===== src/rtl/game_flow_controller.sv =====
// Breakout game sequencer: IDLE -> SERVE -> PLAY -> LOST/CLEAR -> ... -> OVER, owning lives and level.
// Optional pause feature is enabled by defining PAUSE_EN.
module game_flow_controller #(
  parameter int unsigned START_LIVES = 3,
  parameter int unsigned SERVE_DELAY = 50_000_000,
  parameter int unsigned MAX_LEVEL   = 8,
  parameter int unsigned LIVES_W     = 3,
  parameter int unsigned LEVEL_W     = 4
) (
  input  logic               clk,
  input  logic               reset_n,
  input  logic               start_btn,
  input  logic               pause_btn,
  input  logic               ball_lost,
  input  logic               bricks_cleared,
  input  logic               game_over_complete,
  output logic               trigger_game_over,
  output logic               serve_ball,
  output logic               reload_bricks,
  output logic               play_enable,
  output logic [LIVES_W-1:0] lives,
  output logic [LEVEL_W-1:0] level,
  output logic [2:0]         state
);

  localparam int unsigned TIMER_W = (SERVE_DELAY > 1) ? $clog2(SERVE_DELAY) : 1;

  typedef enum logic [2:0] {
    S_IDLE   = 3'd0,
    S_SERVE  = 3'd1,
    S_PLAY   = 3'd2,
    S_LOST   = 3'd3,
    S_CLEAR  = 3'd4,
    S_OVER   = 3'd5,
    S_PAUSED = 3'd6
  } state_t;

  state_t             state_q;
  state_t             state_d;
  logic [TIMER_W-1:0] timer;
  logic               start_q;
  logic               start_rise;
  logic               serve_done;

  assign start_rise = start_btn & ~start_q;
  assign serve_done = (timer == TIMER_W'(SERVE_DELAY - 1));
  assign state      = state_q;

`ifdef PAUSE_EN
  logic pause_q;
  logic pause_rise;

  assign pause_rise = pause_btn & ~pause_q;

  // Pause edge detector; reset high so a held button is not seen as an edge
  always_ff @(posedge clk or negedge reset_n) begin
    if (!reset_n) pause_q <= 1'b1;
    else          pause_q <= pause_btn;
  end
`else
  logic unused_pause;
  assign unused_pause = pause_btn;
`endif

  // State register and start edge detector
  always_ff @(posedge clk or negedge reset_n) begin
    if (!reset_n) begin
      state_q <= S_IDLE;
      start_q <= 1'b1;
    end else begin
      state_q <= state_d;
      start_q <= start_btn;
    end
  end

  // Next-state logic; bricks_cleared outranks ball_lost in PLAY
  always_comb begin
    state_d = state_q;
    case (state_q)
      S_IDLE:  if (start_rise) state_d = S_SERVE;
      S_SERVE: if (serve_done) state_d = S_PLAY;
      S_PLAY: begin
        if (bricks_cleared) state_d = S_CLEAR;
        else if (ball_lost) state_d = S_LOST;
`ifdef PAUSE_EN
        else if (pause_rise) state_d = S_PAUSED;
`endif
      end
      S_LOST:  state_d = (lives <= LIVES_W'(1)) ? S_OVER : S_SERVE;
      S_CLEAR: state_d = S_SERVE;
      // First OVER cycle is marked by the trigger pulse; completion is ignored then
      S_OVER:  if (!trigger_game_over && game_over_complete) state_d = S_IDLE;
`ifdef PAUSE_EN
      S_PAUSED: if (pause_rise) state_d = S_PLAY;
`endif
      default: state_d = S_IDLE;
    endcase
  end

  // Registered outputs, serve timer and game counters
  always_ff @(posedge clk or negedge reset_n) begin
    if (!reset_n) begin
      timer             <= '0;
      reload_bricks     <= 1'b0;
      serve_ball        <= 1'b0;
      trigger_game_over <= 1'b0;
      play_enable       <= 1'b0;
      lives             <= LIVES_W'(START_LIVES);
      level             <= LEVEL_W'(1);
    end else begin
      timer             <= (state_q == S_SERVE && state_d == S_SERVE) ? timer + TIMER_W'(1) : '0;
      reload_bricks     <= (state_d == S_SERVE) && (state_q == S_IDLE || state_q == S_CLEAR);
      serve_ball        <= (state_q == S_SERVE) && (state_d == S_PLAY);
      trigger_game_over <= (state_d == S_OVER) && (state_q != S_OVER);
      play_enable       <= (state_d == S_PLAY);
      if (state_d == S_IDLE) begin
        lives <= LIVES_W'(START_LIVES);
        level <= LEVEL_W'(1);
      end else begin
        if (state_q == S_LOST && lives != '0) lives <= lives - LIVES_W'(1);
        if (state_q == S_CLEAR)
          level <= (level == LEVEL_W'(MAX_LEVEL)) ? LEVEL_W'(1) : level + LEVEL_W'(1);
      end
    end
  end

endmodule


===== config.mk =====
export PLATFORM = sky130hd
export DESIGN_NAME = game_flow_controller
export DESIGN_NICKNAME = d
export VERILOG_FILES = /design/src/rtl/game_flow_controller.sv
export SDC_FILE = /design/constraint.sdc
export NUM_CORES = 1
export LEC_CHECK = 0
export ABC_AREA = 1
export CORE_MARGIN = 1.5
export CORE_UTILIZATION = 50
export DETAILED_ROUTE_END_ITERATION = 7
export PLACE_DENSITY = 0.79
export SYNTH_ARGS = -nofsm -noshare
export SYNTH_HDL_FRONTEND = slang
export SYNTH_SLANG_ARGS = --single-unit

===== constraint.sdc =====
create_clock -name clk -period 3.2 [get_ports clk]
set_input_delay 0.32 -clock clk [delete_from_list [all_inputs] [get_ports clk]]
set_output_delay 0.32 -clock clk [all_outputs]
set_load 0.02 [all_outputs]

==> results of run 1 <==
[power breakdown]
part / switching, W / internal (W) / total [W]
Combinational: 0.0000118 / 0.00000541 / 0.0000172
Clock: 0.000177 / 0.000195 / 0.000372
Sequential: 0.000000144 / 0.000519 / 0.000519
[final cells by class]
type                            count  area (um^2)  share of cell area
Clock buffer                        7         96.3              0.0361
Clock inverter                      1         5.00             0.00188
Inverter                           45          169              0.0633
Multi-Input combinational cell    218         1120               0.419
Sequential cell                    41         1030               0.386
Tap cell                           52         65.1              0.0244
Timing Repair Buffer               19          185              0.0694
[cells by family (layout without fill, tap and decap cells)]
group,Yosys count,in the layout
buffers and inverters,47,72
DFF,41,41
xor gates and xnor gates,15,15
adders and majority gates,6,6
AOI/OAI and AO/OA,16,16
and+or+nand+nor,181,181
[state kept, by name, summed over array words and instances, names as in the netlist]
register,count
timer,26
level,4
lives,3
state,3
play_enable,1
reload_bricks,1
serve_ball,1
start_q,1
trigger_game_over,1
[worst paths after layout]
check                           slack (ns)  endpoint  depth (start not counted)  startpoint
worst min-delay path                  0.15  timer[1]                          1     reset_n
worst max-delay path                  1.27  level[3]                         10    timer[0]
min in group clk                      0.45   start_q                          1   start_btn
worst min register to register        0.50  timer[0]                          1    timer[0]
worst max register to register        1.27  level[3]                         10    timer[0]
max in group asynchronous             2.48  timer[3]                          1     reset_n
[cell usage in the layout (no fill, tap or decap), drive strengths merged, types with 6 or more instances in the layout]
cell           netlist  layout
ha                   6       6
clkbuf               0       7
clkdlybuf4s50        0      18
xor2                10      10
nand4                9       9
nor2                63      63
nor3                18      18
dfrtp               37      37
nand3               23      23
nand2               65      65
a21oi                6       6
inv                 45      45
[stage by stage]
step / setup slack (ns) / util / instances
after floorplan: 1.56 / - / 306
final: 1.27 / 0.605 / 383
after global placement: 1.30 / 0.582 / 375
after detailed placement: 1.27 / 0.582 / 375
after global routing: 1.05 / 0.605 / 383
after CTS: 1.25 / 0.605 / 383
[routing by layer]
| layer | vias up | GRT usage | share of wire |
|---|---|---|---|
| met1 | 913 | 0.309 | 0.50 |
| li1 | 1015 | - | - |
| met3 | 5 | 0.0323 | 0.036 |
| met2 | 40 | 0.314 | 0.46 |
| met5 | - | 0 | 0 |
| met4 | 0 | 0.0755 | 0.012 |
==> flow_summary_export.csv, run 1 <==
group,metric,value,unit
layout,area_delta_synth_final,14.4,%
worst_setup_path,cp_slowest_cell,"dfrtp_1",
logic_synthesis,synth_top_family_by_area,"simple AND/OR/NAND/NOR gates",
drt,first_iter_violations,133,
clock_tree,htree_levels,2,
logic_synthesis,synth_compound_area_frac,0.0402,
worst_setup_path,cp.required,3.38,ns
logic_synthesis,synth_cell_types,29,
logic_synthesis,synth_top_area_frac,0.397,
worst_setup_path,cpMostUsedCell,"nand2_1",
logic_synthesis,synth_adder_area_share,0.0322,
logic_synthesis,synth_area_leaders,"dfrtp_1 40%, nand2_1 10%, nor2_1 9.8%",
timing,period_needed,1.93,ns
logic_synthesis,ys_seq_elements,41,
clock_tree,ctsHoldBuffers,0,
timing,clock.fmax,517,MHz
drt,drc_errors,0,
logic_synthesis,synthXorXnorAreaFrac,0.0563,
drt,num_vias,1973,
power_and_ir_drop,leakage,1.29,nW
layout,n_fill_cell,382,
logic_synthesis,yosysSeqAreaShare,0.442,
clock_tree,numCtsBuffers,5,
logic_synthesis,async_reset_ff_frac,1.00,
logic_synthesis,yosysWarningCount,0,
power_and_ir_drop,power_density,340,nW/um^2
clock_tree,cts.clk_slew.worst_paths,0.08,ns
hold_path,hp-class,"input pin to asynchronous set/reset pin",
clock_tree,post-cts-setup-buffers,0,
floorplanning,die_x,71.3,um
timing,worstMarginPinSlew,0.907,ns
clock_tree,clock_path_buffers,2,
logic_synthesis,post-synth-top-count-cell,"nand2_1",
timing,clock_skew,0.00368,ns
timing,finalHoldViolCount,0,
worst_setup_path,cp.buffers_inverters,1,
drt,vias_per_cell,5.15,
worst_setup_path,cp_top_family,"simple AND/OR/NAND/NOR gates",
clock_tree,clk_latency,0.29,ns
global_route,grt_use_total,0.209,
timing,fin_tns_setup,0,ns
power_and_ir_drop,finalPower,0.000908,W
job,maxCapViolCount,0,
layout,diodes,0,
layout,final_area,2670,um^2
worst_setup_path,cp_cell_sequence,"ha_1, nand3_2, inv_2, nand2_1, nor2_2, nand2_1, nand2_4, nand3_4, nor2_4, nor2_1",
worst_setup_path,slowest_delay,0.40,ns
logic_synthesis,synth_area_per_cell,7.62,um^2
power_and_ir_drop,ir_drop,0.297,mV
drt,antenna_left,0,
floorplanning,dieArea,5080,um^2
timing,relSlewSlack,0.396,
place,hpwl,3510,um
clock_tree,root_buffer,"clkbuf_8",
floorplanning,ios,21,
layout,final_nets,343,
drt,avgRoutedWirePerCell,12.6,um
timing,drv_slew,0,
drt,drt-total-wl,4840,um
logic_synthesis,synth_ff_type,"dfrtp_1",
global_route,grt_pass1_wl,8480,um
logic_synthesis,synthSimpleGateAreaFrac,0.350,
global_route,grt_pass1_vias,1883,
logic_synthesis,synth_top_area_cell,"dfrtp_1",
timing,setup_violations,0,
global_route,antenna_found_initial,0,
logic_synthesis,syn_nets,319,
worst_setup_path,cp.arrival,2.11,ns
global_route,grt_max_degree,42,
global_route,grt_overflow,0,
worst_setup_path,critPathMaxFanout,28,
worst_setup_path,end_kind,"register",
logic_synthesis,syn_inst,306,
place,gp_congestion,0.968,
floorplanning,start_util,0.528,
clock_tree,cts.sinks,41,
logic_synthesis,synthTopCellsByCount,"63 x nand2_1, 61 x nor2_1, 44 x inv_1, 37 x dfrtp_1, 21 x nand3_1",
logic_synthesis,netlist_area,2330,um^2
run_status,status,"complete, no violations",
floorplanning,die_h,71.3,um
floorplanning,core,4410,um^2
timing,whs,0.146,ns
timing,finalCritPeriodShare,0.605,
timing,rsz0062_at_grt,"false",
worst_setup_path,crit_path_start_kind,"register",
logic_synthesis,synth_edf_count,0,
layout,layout-drive-gt1-share,0.0695,
drt,drt-pass1-iter-count,4,
clock_tree,cts_resized,0,
floorplanning,num_rows,24,
worst_setup_path,path_class,"register to register",
logic_synthesis,synth.area.mux_share,0,
place,post_dp_cell_area,2570,um^2
clock_tree,cts_tree,"built",
place,port_buffers,19,
Power figures use the tool's default switching activity.
==> run 2: changes to the inputs <==
==> constraint.sdc (replaced) <==
create_clock -name clk -period 1.9 [get_ports clk]
set_input_delay 0.19 -clock clk [delete_from_list [all_inputs] [get_ports clk]]
set_output_delay 0.19 -clock clk [all_outputs]
set_load 0.02 [all_outputs]
==> flow_summary_export.csv, run 2 (synthesis gave the netlist of run 1 again) <==
group,metric,value,unit
global_route,grt_pass1_vias,1928,
floorplanning,num_rows,24,
layout,final_common_cell,"nand2_1",
timing,period_needed,1.75,ns
job,maxCapViolCount,0,
layout,multi_input_area,1120,um^2
hold_path,hp-class,"input pin to register",
drt,top_layer,"met4",
layout,largest_reg_flops,26,
drt,first_iter_violations,199,
clock_tree,htree_levels,2,
worst_setup_path,cp.arrival,1.94,ns
power_and_ir_drop,power_density,541,nW/um^2
worst_setup_path,crit_path_start_kind,"register",
clock_tree,cts.sinks,41,
clock_tree,root_buffer,"clkbuf_8",
clock_tree,clock_path_buffers,2,
drt,drt-total-wl,4830,um
layout,regArea,1030,um^2
worst_setup_path,path_class,"register to register",
floorplanning,ios,21,
clock_tree,numCtsBuffers,5,
worst_setup_path,rrSetupSlack,0.15,ns
timing,finalCritPeriodShare,0.922,
layout,layout-drive-gt1-share,0.0719,
place,gp_congestion,0.964,
layout,final_cell_mix,"63 x nand2_1, 61 x nor2_1, 44 x inv_1",
global_route,grt_overflow,0,
floorplanning,die_h,71.3,um
timing,relSlewSlack,0.669,
global_route,grt_max_degree,27,
place,port_buffers,19,
drt,drt-met1-wl,2170,um
worst_setup_path,rr_worst_depth,8,
floorplanning,start_util,0.528,
worst_setup_path,cp_slowest_cell,"dfstp_2",
layout,regMostFlops,"timer",
drt,antenna_left,0,
floorplanning,dieArea,5080,um^2
worst_setup_path,cpMostUsedCell,"nor2_1",
drt,drt-pass1-iter-count,4,
place,post_dp_cell_area,2610,um^2
timing,drv_slew,0,
layout,final_nets,346,
timing,rsz0062_at_grt,"false",
layout,diodes,0,
timing,setup_violations,0,
hold_path,hold_end,"start_q",
layout,n_fill_cell,385,
global_route,grt_use_total,0.215,
hold_path,min-delay-start,"start_btn",
drt,vias_per_cell,5.25,
run_status,status,"complete, no violations",
worst_setup_path,end_kind,"register",
timing,finalHoldViolCount,0,
clock_tree,cts_tree,"built",
power_and_ir_drop,ir_drop,0.367,mV
drt,drc_errors,0,
clock_tree,cts.clk_slew.worst_paths,0.08,ns
drt,wl_met2,2210,um
timing,clock_skew,0.00984,ns
worst_setup_path,cp_cell_sequence,"inv_1, ha_1, a21oi_1, nor3_1, nor2_1, nand3_4, nor2_4, nor2_1",
place,hpwl,3690,um
global_route,antenna_found_initial,0,
power_and_ir_drop,leakage,1.30,nW
timing,worstMarginPinSlew,0.492,ns
clock_tree,clk_latency,0.30,ns
layout,final_area,2700,um^2
drt,wl_met3,359,um
drt,num_vias,2028,
clock_tree,post-cts-setup-buffers,0,
worst_setup_path,reg2reg_to,"level[3]",
layout,area_delta_synth_final,15.8,%
timing,fin_tns_setup,0,ns
layout,top_regs,"timer (26), level (4)",
worst_setup_path,cp.required,2.09,ns
floorplanning,die_x,71.3,um
floorplanning,core,4410,um^2
global_route,grt_pass1_wl,8690,um
worst_setup_path,critPathMaxFanout,4,
worst_setup_path,slowest_delay,0.54,ns
worst_setup_path,r2r-start,"lives[1]",
timing,clock.fmax,571,MHz
hold_path,holdPathStages,1,
drt,avgRoutedWirePerCell,12.5,um
-- run 2: changes by cell type in the layout (fill, tap and decap cells not counted) --
cell and change:
buf_12 +2, clkbuf_1 +1, clkbuf_8 -2, clkinv_2 +1, dlygate4sd3_1 +1
-- run 2: through the flow --
| stage | worst slack [ns] | power [W] | instances | hold slack (ns) | util |
|---|---|---|---|---|---|
| after CTS | 0.143 | 0.00148 | 386 | 0.321 | 0.612 |
| after detailed placement | 0.151 | 0.000927 | 377 | 0.188 | 0.591 |
| after global routing | 0.0126 | 0.00151 | 386 | 0.332 | 0.612 |
| final | 0.147 | 0.00146 | 386 | 0.327 | 0.612 |
| after global placement | 0.220 | 0.000926 | 377 | 0.181 | 0.591 |
| after floorplan | 0.261 | 0.000894 | 306 | -0.106 | - |
-- run 2: final cells by class --
type | instances | area share
Inverter | 45 | 0.0626
Clock buffer | 6 | 0.0269
Tap cell | 52 | 0.0241
Timing Repair Buffer | 22 | 0.0871
Multi-Input combinational cell | 218 | 0.414
Sequential cell | 41 | 0.382
Clock inverter | 2 | 0.00371
-- run 2: power breakdown --
| part | leakage [nW] | internal (W) | switching, W |
|---|---|---|---|
| logic | 0.728 | 0.0000145 | 0.0000210 |
| registers | 0.529 | 0.000874 | 0.000000231 |
| clock network | 0.0450 | 0.000255 | 0.000297 |
-- run 2: worst max-delay path by stage --
stage / startpoint / endpoint / depth (start not counted)
after detailed placement: lives[1] / level[3] / 8
after global routing: lives[1] / level[3] / 8
after CTS: lives[1] / level[3] / 8
after global placement: timer[0] / level[3] / 10
after floorplan: lives[1] / level[3] / 8
final: lives[1] / level[3] / 8
-- run 2: per-layer routing --
layer | track usage | up-vias
li1 | - | 1020
met1 | 0.307 | 918
met2 | 0.332 | 80
met3 | 0.0408 | 10
met4 | 0.0713 | 0
met5 | 0 | -
-- run 2: timing repair --
action | 4_1_cts | 5_1_grt
hold buffers | 1 | 0
endpoints found under the hold margin | 19 | 0
resized for setup | 0 | 0
-- run 2: critical path: cells and delay by family, from the launching register on --
| family | cells | cell delay, ns |
|---|---|---|
| adders and majority gates | 1 | 0.20 |
| and+or+nand+nor | 5 | 0.69 |
| DFF | 1 | 0.54 |
| AOI/OAI and AO/OA | 1 | 0.12 |
| buffers and inverters | 1 | 0.09 |
==> run 3: changes to the inputs <==
--- a/config.mk
+++ b/config.mk
@@ -6,10 +6,10 @@
 export NUM_CORES = 1
 export LEC_CHECK = 0
 export ABC_AREA = 1
-export CORE_MARGIN = 1.5
+export CAP_MARGIN = 20
 export CORE_UTILIZATION = 50
 export DETAILED_ROUTE_END_ITERATION = 7
-export PLACE_DENSITY = 0.79
+export PLACE_DENSITY = 0.71
 export SYNTH_ARGS = -nofsm -noshare
 export SYNTH_HDL_FRONTEND = slang
 export SYNTH_SLANG_ARGS = --single-unit
==> flow_summary_export.csv, run 3 (synthesis gave the netlist of run 1 again) <==
group,metric,value,unit
place,gp_congestion,0.939,
worst_setup_path,cp.arrival,1.50,ns
clock_tree,numCtsBuffers,5,
timing,fin_tns_setup,0,ns
layout,final_nets,348,
worst_setup_path,cp.depth,1,
power_and_ir_drop,ir_drop,0.394,mV
layout,final_cell_mix,"63 x nand2_1, 59 x nor2_1, 44 x inv_1",
drt,drt-pass1-iter-count,5,
timing,relSlewSlack,0.666,
global_route,gr-usage-met2,0.341,
place,dp_cells,379,
layout,diodes,0,
timing,rsz0062_at_grt,"false",
worst_setup_path,critPathMaxFanout,7,
global_route,grt-busiest-layer,"met2",
global_route,globalRouteMet3Util,0.0476,
timing,clock.fmax,592,MHz
global_route,grtUsageMet1,0.328,
floorplanning,start_util,0.528,
layout,stdcell_count,388,
timing,drv_slew,0,
global_route,grt_max_degree,22,
place,port_buffers,19,
layout,area_delta_synth_final,17.0,%
clock_tree,clock_path_buffers,2,
global_route,grt_pass1_vias,1939,
worst_setup_path,end_kind,"primary output",
drt,drt-total-wl,4900,um
clock_tree,cts_tree,"built",
worst_setup_path,cp_top_family,"buffers and inverters",
worst_setup_path,rr_worst_depth,7,
global_route,antenna_found_initial,0,
drt,drc_errors,0,
layout,post-route-util,0.618,
place,hpwl,3720,um
layout,final_common_cell,"nand2_1",
worst_setup_path,slowest_delay,0.62,ns
floorplanning,die_x,70.3,um
floorplanning,dieArea,4940,um^2
timing,period_needed,1.69,ns
timing,setup_violations,0,
place,post_dp_cell_area,2610,um^2
floorplanning,die_h,70.3,um
worst_setup_path,cp.required,1.71,ns
job,maxCapViolCount,0,
global_route,grt_use_total,0.226,
power_and_ir_drop,leakage,1.32,nW
layout,top_regs,"timer (26), level (4)",
drt,vias_per_cell,5.18,
hold_path,hp-class,"input pin to register",
drt,antenna_left,0,
clock_tree,root_buffer,"clkbuf_8",
layout,final_area,2730,um^2
run_status,status,"complete, no violations",
worst_setup_path,cp.buffers_inverters,1,
timing,setup_ws,0.211,ns
layout,regMostFlops,"timer",
timing,finalCritPeriodShare,0.889,
drt,avgRoutedWirePerCell,12.6,um
worst_setup_path,rrSetupSlack,0.24,ns
timing,finalHoldViolCount,0,
clock_tree,clk_latency,0.29,ns
worst_setup_path,cp_cell_sequence,"clkdlybuf4s50_1",
hold_path,holdPathStages,1,
clock_tree,cts.sinks,41,
power_and_ir_drop,power_density,563,nW/um^2
clock_tree,htree_levels,2,
clock_tree,cts.clk_slew.worst_paths,0.08,ns
timing,clock_skew,0.00345,ns
floorplanning,ios,21,
floorplanning,core,4410,um^2
drt,first_iter_violations,156,
worst_setup_path,cp_slowest_cell,"clkdlybuf4s50_1",
place,dp_slack,0.155,ns
global_route,grt_pass1_wl,8850,um
clock_tree,post-cts-setup-buffers,0,
global_route,grt_overflow,0,
layout,largest_reg_flops,26,
drt,num_vias,2011,
worst_setup_path,path_class,"register to primary output",
floorplanning,num_rows,24,
worst_setup_path,crit_path_start_kind,"register",
layout,layout-drive-gt1-share,0.0893,
timing,worstMarginPinSlew,0.501,ns
run 3: changes by cell type in the layout (fill, tap and decap cells not counted), sizes merged:
cell	previous run	this run
buf	3	5
clkbuf	6	7
clkinv	2	1
run 3: repair_timing:
item	in CTS	in global routing
gates resized for setup	0	3
hold buffers	1	0
hold endpoints to repair	17	0
setup endpoints to repair	0	7
run 3: path summary, 6_finish.rpt:
check	from	end
max in group asynchronous	reset_n	level[0]
hold reg to reg	timer[0]	timer[0]
hold / removal	start_btn	start_q
setup reg to reg	timer[0]	timer[16]
setup / recovery	level[0]	level[0]
min in group asynchronous	reset_n	timer[6]
run 3: through the flow:
| stage | hold slack (ns) | total power (W) |
|---|---|---|
| after global routing | 0.327 | 0.00159 |
| after floorplan | -0.106 | 0.000894 |
| final | 0.318 | 0.00154 |
| after global placement | 0.175 | 0.000927 |
| after detailed placement | 0.182 | 0.000927 |
| after CTS | 0.313 | 0.00155 |
run 3: cell type report:
class                      instances  area [um^2]
multi-input combinational        218         1120
sequential                        41         1030
inverter                          45          169
clock inverter                     1         5.00
timing repair buffer              24          238
tap                               52         65.1
fill                             407         1690
clock buffer                       7         96.3
run 3: per-layer routing:
metal / up-vias / share of wire
met1: 930 / 0.48
met2: 51 / 0.45
met5: - / 0
met3: 5 / 0.055
li1: 1025 / -
met4: 0 / 0.0092
run 3: where the power goes:
part           internal [W]  switching [W]  total (W)
clock              0.000328       0.000298   0.000626
combinational     0.0000145      0.0000210  0.0000355
sequential         0.000874    0.000000269   0.000874
